$ cat config.mk
export PLATFORM = sky130hd
export DESIGN_NAME = loop_counter
export DESIGN_NICKNAME = d
export VERILOG_FILES = /design/src/rtl/loop_counter_pkg.sv /design/src/rtl/loop_counter_count_level.sv /design/src/rtl/loop_counter.sv
export SDC_FILE = /design/constraint.sdc
export NUM_CORES = 1
export LEC_CHECK = 0
export ABC_AREA = 1
export BUFFER_PORTS_ARGS = -buffer_cell sky130_fd_sc_hd__buf_2
export CAP_MARGIN = 0
export CORE_MARGIN = 1
export CORE_UTILIZATION = 40
export DETAILED_ROUTE_END_ITERATION = 8
export PLACE_DENSITY = 0.71
export SETUP_SLACK_MARGIN = 0.5
export SYNTH_ARGS = -nofsm -noshare
export SYNTH_HDL_FRONTEND = slang
export SYNTH_SLANG_ARGS = --single-unit
$ cat constraint.sdc
create_clock -name clk -period 2.35 [get_ports clk]
set_clock_uncertainty 0.05 [all_clocks]
set_input_delay 0.235 -clock clk [delete_from_list [all_inputs] [get_ports clk]]
set_output_delay 0.235 -clock clk [all_outputs]
set_load 0.005 [all_outputs]
$ cat src/rtl/loop_counter_pkg.sv
// loop_counter_pkg: shared state encoding, level limit and packed-slice helper for loop_counter.
package loop_counter_pkg;

    typedef enum logic [1:0] {IDLE, RUN, DONE} state_e;

    localparam int MAX_LEVELS = 4;

    function automatic int slice_off(input int i, input int w);
        return i * w;
    endfunction

endpackage

$ cat src/rtl/loop_counter_count_level.sv
// count_level: one nested-loop index register with explicit wrap at its latched limit.
module count_level #(
    parameter int WIDTH = 12
) (
    input  logic             clk,
    input  logic             rst,
    input  logic [WIDTH-1:0] limit_i,
    input  logic             carry_i,
    input  logic             clr_i,
    output logic [WIDTH-1:0] count_o,
    output logic             at_limit_o,
    output logic             carry_o
);

    logic [WIDTH-1:0] count_q;

    assign count_o    = count_q;
    assign at_limit_o = (count_q == limit_i);
    assign carry_o    = carry_i & at_limit_o;

    // Wrap is taken on the limit compare so a full-range limit never relies on overflow.
    always_ff @(posedge clk or negedge rst) begin
        if (!rst)         count_q <= '0;
        else if (clr_i)   count_q <= '0;
        else if (carry_i) count_q <= at_limit_o ? '0 : count_q + WIDTH'(1);
    end

endmodule

$ cat src/rtl/loop_counter.sv
// loop_counter: nested multi-level index sequencer with start/clear, stall, wrap and done pulses.
module loop_counter
    import loop_counter_pkg::*;
#(
    parameter int WIDTH  = 12,
    parameter int LEVELS = 2
) (
    input  logic                    clk,
    input  logic                    rst,
    input  logic                    start,
    input  logic                    clear,
    input  logic                    enable,
    input  logic                    continuous,
    input  logic [LEVELS*WIDTH-1:0] limit,
    output logic [LEVELS*WIDTH-1:0] count,
    output logic                    valid,
    output logic                    busy,
    output logic [LEVELS-1:0]       level_wrap,
    output logic                    done
);

    state_e                  state_q;
    logic [LEVELS*WIDTH-1:0] limit_q;
    logic                    cont_q, done_q, done_d;
    logic [LEVELS-1:0]       wrap_q, wrap_d, at_limit;
    logic [LEVELS:0]         carry;
    logic                    consume, terminal, launch, clr;

    assign launch   = start & ~clear & (state_q != RUN);
    assign consume  = (state_q == RUN) & enable & ~clear;
    assign terminal = &at_limit;
    assign clr      = clear | launch;
    // A one-shot terminal consume must not advance, so DONE keeps showing the last tuple.
    assign carry[0] = consume & ~(terminal & ~cont_q);
    assign done_d   = consume & terminal;
    assign wrap_d   = done_d ? '1 : carry[LEVELS:1];

    genvar i;
    generate
        for (i = 0; i < LEVELS; i++) begin : g_lvl
            count_level #(.WIDTH(WIDTH)) u_lvl (
                .clk        (clk),
                .rst        (rst),
                .limit_i    (limit_q[slice_off(i, WIDTH) +: WIDTH]),
                .carry_i    (carry[i]),
                .clr_i      (clr),
                .count_o    (count[slice_off(i, WIDTH) +: WIDTH]),
                .at_limit_o (at_limit[i]),
                .carry_o    (carry[i+1])
            );
        end
    endgenerate

    always_ff @(posedge clk or negedge rst) begin
        if (!rst) begin
            state_q <= IDLE;
            limit_q <= '0;
            cont_q  <= 1'b0;
            done_q  <= 1'b0;
            wrap_q  <= '0;
        end else begin
            done_q <= done_d;
            wrap_q <= wrap_d;
            if (clear) begin
                state_q <= IDLE;
            end else if (launch) begin
                state_q <= RUN;
                limit_q <= limit;
                cont_q  <= continuous;
            end else if (done_d && !cont_q) begin
                state_q <= DONE;
            end
        end
    end

    assign valid      = (state_q == RUN);
    assign busy       = (state_q == RUN);
    assign done       = done_q;
    assign level_wrap = wrap_q;

endmodule

==> impl_metrics.py, run 1 <==
metrics = {
    "timing": {
        "max_slew_margin": 0.3694,
        "timing.fmax_mhz": 574.2,
        "fin_crit_sh": 0.7411,
        "worst_hold_slack_ns": -0.001434,
        "min_period_ns": 1.742,
        "setup_tns_ns": 0,
        "worstMarginPinSlew_ns": 0.9459,
        "hold_viol": 2,
        "finalSetupViolCount": 0,
        "maxSlewViolCount": 0,
        "finalWorstSetupSlack_ns": 0.6084,
        "rsz0062_at_grt": "false",
    },
    "critical_path": {
        "required_ns": 2.52,
        "arrival_ns": 1.91,
        "path_class": "reg2reg",
        "path_max_fanout": 12,
        "setup.worst_path.end_class": "flop",
        "crit_path_start_kind": "flop",
    },
    "floorplanning": {
        "io_pins": 59,
        "row_count": 32,
        "die_x_um": 91.70,
        "die_area_um2": 8408,
        "die_h_um": 91.70,
        "core_um2": 7767,
        "initial_core_util": 0.4143,
    },
    "synthesis": {
        "post-synth-top-count-cell": "nand2_1",
        "yosys.area.top_type_share": 0.4199,
        "netlist_top_cells_area": "dfrtp_1 (42%), nand2_1 (9.9%), mux2_2 (5.6%)",
        "syn_area_um2": 3218,
        "synth_edf_count": 0,
        "syn_inst": 376,
        "ys_ff_latch": 54,
        "synth_top_cell_by_area": "dfrtp_1",
        "synth_cell_types": 36,
        "synth_nets": 408,
        "async_reset_ff_frac": 1.000,
        "ys_warn_count": 0,
        "synth_ff_type": "dfrtp_1",
        "syn_avg_cell_area_um2": 8.559,
        "ys_seq_area_frac": 0.4199,
        "ys_top_cells_by_count": "nand2_1 (85), dfrtp_1 (54), nand3_1 (35)",
    },
    "grt": {
        "grt_pass1_wl_mm": 12.20,
        "grt_pass1_vias": 2691,
        "grt_overflow_total": 0,
        "grtUsageTotal": 0.1806,
        "grt_max_degree": 43,
        "antenna_found_initial": 0,
    },
    "pwr": {
        "powerDensity_nw_per_um2": 545.9,
        "p_leak_uw": 0.001847,
        "max-vdd-ir-drop_mv": 0.2836,
        "total_power_uw": 2093,
    },
    "place": {
        "io_buffers": 58,
        "post-place-cells": 527,
        "pre_cts_slack_ns": 0.3262,
        "hpwlAfterDp_mm": 4.955,
        "routabilityCongestion": 0.8446,
    },
    "hold_path": {
        "hold_path.class": "in2async",
    },
    "clock_tree": {
        "cts_buffers": 5,
        "cts_max_level": 2,
        "cts_tree": "yes",
        "cts.clk_slew.worst_paths_ns": 0.10,
        "clock_latency_ns": 0.32,
        "cts.sinks": 54,
        "clockRootBuffer": "clkbuf_8",
        "clock_path_buffers": 2,
    },
    "final_layout": {
        "finish.utilization": 0.4936,
        "seq_area_um2": 1371,
        "diodes": 0,
        "final_nets": 481,
        "drive_gt1_frac": 0.3867,
        "fin_cells": 552,
        "area_growth_pct": 19.13,
        "multi_input_area_um2": 1618,
        "fill_cells": 753,
    },
    "detailed_routing": {
        "drcViolationCount": 0,
        "postRouteAntennaNets": 0,
        "wire_per_inst_um": 12.77,
        "vias_per_cell": 4.900,
        "wirelength_mm": 7.051,
        "vias": 2705,
        "dr.pass1.iters": 4,
        "first_iter_violations": 127,
    },
    "status": {
        "outcome": "complete, but fails checks",
        "failed_checks": "negative hold slack",
    },
    "flow_run": {
        "maxCapViolations": 0,
    },
}
registers in the layout (all words and copies together), names as in the netlist:
signal               count
g_lvl.u_lvl.count_o     24
limit_q                 24
level_wrap               2
state_q                  2
cont_q                   1
done                     1
metrics by stage:
step           hold slack [ns]  cell area [um2]
6_report             -0.001434             3834
5_1_grt                0.07067             3834
4_1_cts                0.02593             3664
3_5_place_dp            0.3813             3540
3_3_place_gp            0.3854             3540
2_1_floorplan          -0.1106             3218
worst paths after layout:
kind	from	end	slack (ns)	cells past startpoint
setup reg to reg	g_lvl[1].u_lvl.count_o[5]	g_lvl[1].u_lvl.count_o[2]	0.61	10
min in group clk	limit[1]	limit_q[1]	0.09	2
max in group asynchronous	rst	g_lvl[0].u_lvl.count_o[8]	1.57	2
hold / removal	rst	limit_q[1]	-0.001	1
hold reg to reg	state_q[0]	state_q[0]	0.47	2
setup / recovery	g_lvl[1].u_lvl.count_o[5]	g_lvl[1].u_lvl.count_o[2]	0.61	10
worst max-delay path: stages (launching register included):
cell      delay, ns
dfrtp_2        0.46
inv_2          0.10
nand2_1        0.06
nand2_1        0.05
nand2_1        0.10
nor2_4         0.14
nand3_4        0.12
o211ai_4       0.25
nand2_4        0.18
nand2_2        0.10
nand2_2        0.05
layer usage:
| metal | GRT usage | share of wire | up-vias |
|---|---|---|---|
| li1 | - | - | 1342 |
| met1 | 0.2262 | 0.44 | 1268 |
| met2 | 0.3189 | 0.50 | 80 |
| met3 | 0.02902 | 0.046 | 15 |
| met4 | 0.05599 | 0.016 | 0 |
| met5 | 0 | 0 | - |
logic make-up (layout without fill, tap and decap cells):
group	after synthesis	after routing	share of synthesized area
simple gates	211	211	0.3200
flops	54	54	0.4199
xor+xnor	26	26	0.07543
mux	16	16	0.05599
buf+inv	50	124	0.08631
compound gates	17	17	0.03460
fa+ha+maj	2	2	0.007775
report_power, final:
group	switching (uW)	leakage (uW)	internal, uW	total [uW]
sequential	76.2	0.000661	1030	1110
combinational	218	0.00114	199	417
clock	326	0.0000478	243	570
total	621	0.00185	1470	2090
placed cells by master, fill, tap and decap left out, types with 16 or more instances in the layout:
cell,n
mux2_2,16
nand2_1,84
nand3_1,35
dfrtp_2,16
nand2_2,22
buf_2,58
inv_1,27
buf_4,22
nor2_1,32
dfrtp_1,38
what timing repair did:
action	in CTS	in global routing
hold buffers	0	0
pin swaps	1	1
gates resized for setup	5	22
buffers inserted	2	15
endpoints found under the setup margin	23	23
layout make-up:
class | instances | share of cell area
inverter | 34 | 0.03427
timing repair buffer | 82 | 0.1270
sequential | 54 | 0.3577
tap | 102 | 0.03329
clock buffer | 6 | 0.02154
clock inverter | 2 | 0.004243
multi-input combinational | 272 | 0.4220
Note: power is estimated with default switching activity, not from simulation.
==> inputs of run 2 (changes only) <==
--- a/config.mk
+++ b/config.mk
@@ -11,7 +11,7 @@
 export CORE_MARGIN = 1
 export CORE_UTILIZATION = 40
 export DETAILED_ROUTE_END_ITERATION = 8
-export PLACE_DENSITY = 0.71
+export PLACE_DENSITY = 0.73
 export SETUP_SLACK_MARGIN = 0.5
 export SYNTH_ARGS = -nofsm -noshare
 export SYNTH_HDL_FRONTEND = slang
==> constraint.sdc (replaced) <==
create_clock -name clk -period 1.5 [get_ports clk]
set_clock_uncertainty 0.05 [all_clocks]
set_input_delay 0.15 -clock clk [delete_from_list [all_inputs] [get_ports clk]]
set_output_delay 0.15 -clock clk [all_outputs]
set_load 0.005 [all_outputs]
==> run 2 against run 1 <==
Compared with the run above:
- critical endpoint is now g_lvl[0].u_lvl.count_o[11]
- cell count up 17%
- design area increased by 35%
- first-iteration DRC count fell by 22%
- register-to-register slack worse by 0.81 ns
- via count increased by 16%
- sequential share of layout area fell by 9.6 points
- critical path depth stayed put
- power rose by 83%
- core utilization grew 17 points
- routed wire length rose by 32%
- largest cell class unchanged
- the flow finishes with violations (negative setup slack)
- die area did not move
- critical path type unchanged
==> impl_metrics.py, run 2 (synthesized netlist as in run 1, its figures left out) <==
metrics = {
    "place": {
        "hpwlAfterDp_mm": 6.007,
        "routabilityCongestion": 0.8825,
        "io_buffers": 58,
        "placedInstanceArea_um2": 4262,
        "post-place-cells": 604,
    },
    "clock_tree": {
        "cts_max_level": 2,
        "clockRootBuffer": "clkbuf_8",
        "clock_path_buffers": 2,
        "cts_buffers": 5,
        "clock_latency_ns": 0.33,
        "cts.clk_slew.worst_paths_ns": 0.11,
        "cts_tree": "yes",
        "cts.sinks": 54,
    },
    "pwr": {
        "total_power_uw": 3821,
        "max-vdd-ir-drop_mv": 0.5794,
        "powerDensity_nw_per_um2": 737.7,
        "p_leak_uw": 0.002544,
    },
    "final_layout": {
        "final_nets": 574,
        "drive_gt1_frac": 0.4972,
        "final_cell_mix": "nand2_1 (81), buf_6 (58), buf_4 (58)",
        "finish.instance_area_um2": 5180,
        "fin_cells": 645,
        "area_growth_pct": 60.96,
        "finish.utilization": 0.6669,
        "diodes": 0,
        "final_common_cell": "nand2_1",
        "fill_cells": 618,
    },
    "grt": {
        "grtUsageTotal": 0.2260,
        "antenna_found_initial": 0,
        "grt_overflow_total": 0,
        "grt_pass1_wl_mm": 14.92,
        "grt_pass1_vias": 3258,
        "grt_max_degree": 23,
    },
    "timing": {
        "rsz0062_at_grt": "true",
        "min_period_ns": 1.705,
        "hold_viol": 0,
        "setup_tns_ns": -4.449,
        "maxSlewViolCount": 0,
        "finalWorstSetupSlack_ns": -0.2053,
        "finalSetupViolCount": 28,
        "worstMarginPinSlew_ns": 0.4850,
        "max_slew_margin": 0.6767,
        "fin_crit_sh": 1.137,
        "timing.fmax_mhz": 586.4,
    },
    "critical_path": {
        "path_max_fanout": 11,
        "cp-endpoint": "g_lvl[0].u_lvl.count_o[11]",
        "arrival_ns": 1.89,
        "timing.rr.start": "g_lvl[0].u_lvl.count_o[5]",
        "regToRegSetupSlack_ns": -0.21,
        "rr_worst_depth": 10,
        "path_class": "reg2reg",
        "path_delay_family": "simple AND/OR/NAND/NOR gates",
        "required_ns": 1.69,
        "setup.worst_path.end_class": "flop",
        "cp_cell_sequence": "xnor2_1 > nand2_1 > nor2_4 > nand3_4 > nor2_2 > nand2_2 > nand2_4 > nand2_4 > nand2_1 > nand2_1",
        "crit_cells": 10,
        "crit_start": "g_lvl[0].u_lvl.count_o[5]",
        "path_buf_inv": 0,
        "r2r_end": "g_lvl[0].u_lvl.count_o[11]",
        "cp_slowest_cell": "dfrtp_1",
        "cp_slowest_stage_delay_ns": 0.43,
        "crit_path_start_kind": "flop",
        "cp_common_cell": "nand2_1",
    },
    "detailed_routing": {
        "first_iter_violations": 99,
        "wire_per_inst_um": 14.38,
        "postRouteAntennaNets": 0,
        "drcViolationCount": 0,
        "dr.pass1.iters": 4,
        "wirelength_mm": 9.274,
        "vias": 3142,
        "vias_per_cell": 4.871,
    },
    "floorplanning": {
        "die_h_um": 91.70,
        "die_x_um": 91.70,
        "die_area_um2": 8408,
        "row_count": 32,
        "initial_core_util": 0.4143,
        "io_pins": 59,
        "core_um2": 7767,
    },
    "hold_path": {
        "hold_path.class": "in2reg",
        "worstHoldPathCells": 2,
    },
    "status": {
        "failed_checks": "negative setup slack",
        "outcome": "complete, but fails checks",
    },
    "flow_run": {
        "maxCapViolations": 0,
    },
}
run 2: changes by cell type in the layout (fill, tap and decap cells not counted), sizes merged:
cell	change
buf	+76
dlygate4sd3	+16
clkinv	+1
clkinvlp	-1
inv	+1
run 2: layout make-up:
cell class	count	area, um2	share of cell area
Multi-Input combinational cell	272	1867	0.3604
Timing Repair Buffer	175	1604	0.3097
Sequential cell	54	1355	0.2616
Inverter	34	128.9	0.02488
Tap cell	102	127.6	0.02464
Clock buffer	5	68.82	0.01329
Clock inverter	3	28.78	0.005556
run 2: where the power goes:
| part | internal (uW) | total, uW | switching, uW |
|---|---|---|---|
| Combinational | 673 | 1160 | 485 |
| Sequential | 1610 | 1740 | 128 |
| Clock | 351 | 923 | 572 |
run 2: layer usage:
layer  global-route usage  part of all wire  vias up
met5                    0                 0        -
met4              0.09766             0.034        0
met3              0.04809             0.042       28
met2               0.4010              0.53       88
met1               0.2626              0.40     1500
li1                     -                 -     1526
run 2: timing repair:
action	4_1_cts	5_1_grt
pin swaps	5	14
gates resized for setup	100	17
setup buffers	8	8
cloned	0	1
setup endpoints to repair	83	83
hold endpoints to repair	30	0
hold buffers	16	0
run 2: how the worst min path moves through the flow:
stage	end	startpoint
finish	limit_q[7]	limit[7]
global route	limit_q[7]	limit[7]
CTS	limit_q[7]	limit[7]
detailed placement	limit_q[19]	rst
global placement	limit_q[19]	rst
floorplan	cont_q	rst
run 2: stage by stage:
stage,hold WS (ns),setup slack (ns)
after floorplan,-0.1956,-0.1553
after global placement,0.07466,-0.1702
after detailed placement,0.07696,-0.2621
after CTS,0.0003910,-0.1650
after global routing,0.0009928,-0.2923
final,0.01162,-0.2053
==> inputs of run 3 (changes only) <==
--- a/config.mk
+++ b/config.mk
@@ -11,7 +11,8 @@
 export CORE_MARGIN = 1
 export CORE_UTILIZATION = 40
 export DETAILED_ROUTE_END_ITERATION = 8
-export PLACE_DENSITY = 0.73
+export PLACE_DENSITY = 0.75
+export RECOVER_POWER = 100
 export SETUP_SLACK_MARGIN = 0.5
 export SYNTH_ARGS = -nofsm -noshare
 export SYNTH_HDL_FRONTEND = slang
==> run 3 against run 2 <==
Compared with the run above:
- the flow still finishes with violations (negative setup slack)
- combinational power about the same
- critical endpoint is now g_lvl[0].u_lvl.count_o[8]
- routed wire length grew 0.60%
- largest cell class unchanged
- clock-buffer cell count unchanged
- largest power group unchanged
==> impl_metrics.py, run 3 (synthesized netlist as in run 1, its figures left out) <==
metrics = {
    "grt": {
        "grt_pass1_wl_mm": 14.84,
        "grtUsageTotal": 0.2201,
        "grt.busiest_layer": "met2",
        "grt_overflow_total": 0,
        "grt_pass1_vias": 3275,
        "grt.met2_usage": 0.3941,
        "grt.met1_usage": 0.2670,
        "grt_max_degree": 27,
        "use_met3": 0.03483,
        "antenna_found_initial": 0,
    },
    "final_layout": {
        "final_cell_mix": "nand2_1 (80), buf_4 (65), dfrtp_1 (53)",
        "finish.utilization": 0.6530,
        "final_nets": 577,
        "diodes": 0,
        "area_growth_pct": 57.62,
        "fin_cells": 648,
        "drive_gt1_frac": 0.4762,
        "final_common_cell": "nand2_1",
    },
    "floorplanning": {
        "initial_core_util": 0.4143,
        "io_pins": 59,
        "row_count": 32,
        "core_um2": 7767,
        "die_x_um": 91.70,
        "die_h_um": 91.70,
        "die_area_um2": 8408,
    },
    "critical_path": {
        "path_max_fanout": 6,
        "crit_path_start_kind": "flop",
        "path_buf_inv": 1,
        "setup.worst_path.end_class": "flop",
        "cp_slowest_stage_delay_ns": 0.42,
        "required_ns": 1.72,
        "cp_slowest_cell": "dfrtp_1",
        "cp_common_cell": "nand2_2",
        "arrival_ns": 2.01,
        "cp_cell_sequence": "xnor2_1 > nand2_2 > nor2_4 > nand3_4 > nor2_2 > nand2_2 > nand2_4 > buf_8 > nand3_1 > nand2_1",
        "path_delay_family": "simple AND/OR/NAND/NOR gates",
        "path_class": "reg2reg",
    },
    "detailed_routing": {
        "wirelength_mm": 9.330,
        "wire_per_inst_um": 14.40,
        "vias_per_cell": 4.998,
        "drcViolationCount": 0,
        "first_iter_violations": 118,
        "dr.pass1.iters": 4,
        "vias": 3239,
        "postRouteAntennaNets": 0,
    },
    "timing": {
        "worstMarginPinSlew_ns": 0.9645,
        "maxSlewViolCount": 0,
        "max_slew_margin": 0.3570,
        "min_period_ns": 1.789,
        "setup_tns_ns": -6.395,
        "fin_crit_sh": 1.193,
        "finalSetupViolCount": 28,
        "timing.fmax_mhz": 558.9,
        "finalWorstSetupSlack_ns": -0.2893,
        "rsz0062_at_grt": "true",
        "hold_viol": 0,
    },
    "place": {
        "io_buffers": 58,
        "pre_cts_slack_ns": -0.2104,
        "post-place-cells": 606,
        "hpwlAfterDp_mm": 5.973,
        "routabilityCongestion": 0.8999,
    },
    "pwr": {
        "max-vdd-ir-drop_mv": 0.5915,
        "p_leak_uw": 0.002462,
        "powerDensity_nw_per_um2": 780.8,
        "total_power_uw": 3961,
    },
    "clock_tree": {
        "cts_max_level": 2,
        "cts_tree": "yes",
        "cts_buffers": 5,
        "clock_latency_ns": 0.33,
        "clock_path_buffers": 2,
        "cts.clk_slew.worst_paths_ns": 0.11,
        "clockRootBuffer": "clkbuf_8",
        "cts.sinks": 54,
    },
    "flow_run": {
        "maxCapViolations": 0,
    },
    "status": {
        "failed_checks": "negative setup slack",
        "outcome": "complete, but fails checks",
    },
    "hold_path": {
        "hold_path.class": "in2reg",
    },
}
[run 3: cell count changes in the layout (fill, tap and decap cells not counted), moves of 3 or more]
cell and change:
buf_6 -13, clkbuf_1 +10, buf_4 +7, buf_12 -4
nand3_2 +4, nand3_1 -3, nor2_4 -3
[run 3: what timing repair did]
item | CTS | global route
endpoints found under the setup margin | 82 | 96
gates resized for setup | 76 | 36
gates cloned | 2 | 2
pin swaps | 9 | 12
endpoints found under the hold margin | 19 | 9
setup buffers | 5 | 11
hold buffers | 5 | 9
[run 3: stage by stage]
stage	cell area, um2	hold slack, ns
global placement	4264	0.05312
global route	5072	0.002640
floorplan	3368	-0.1956
detailed placement	4264	0.05629
CTS	4833	0.001917
finish	5072	0.004528
[run 3: area by class of cell]
type	instances	area, um2
clock buffers	5	68.82
multi-input cells	273	1846
inverters	34	128.9
clock inverters	3	48.80
well taps	102	127.6
repair buffers	177	1500
fillers	590	2695
flip-flops and latches	54	1353
[run 3: final timing paths]
path | from | to | slack [ns] | cells past startpoint
max | limit_q[6] | g_lvl[0].u_lvl.count_o[8] | -0.29 | 10
min | limit[3] | limit_q[3] | 0.005 | 2
max reg2reg | limit_q[6] | g_lvl[0].u_lvl.count_o[8] | -0.29 | 10
min reg2reg | state_q[1] | state_q[1] | 0.48 | 2
max in group asynchronous | rst | g_lvl[0].u_lvl.count_o[7] | 0.18 | 3
min in group asynchronous | rst | limit_q[20] | 0.45 | 2
[run 3: metal layers]
layer  vias up  part of all wire
li1       1537                 -
met1      1565              0.39
met3        24             0.053
met4         0             0.023
met2       113              0.53
met5         -                 0
[run 3: where the power goes]
| part | internal [uW] | switching [uW] | leakage, uW |
|---|---|---|---|
| clock | 509 | 543 | 0.0000563 |
| sequential | 1610 | 126 | 0.000685 |
| combinational | 673 | 498 | 0.00172 |
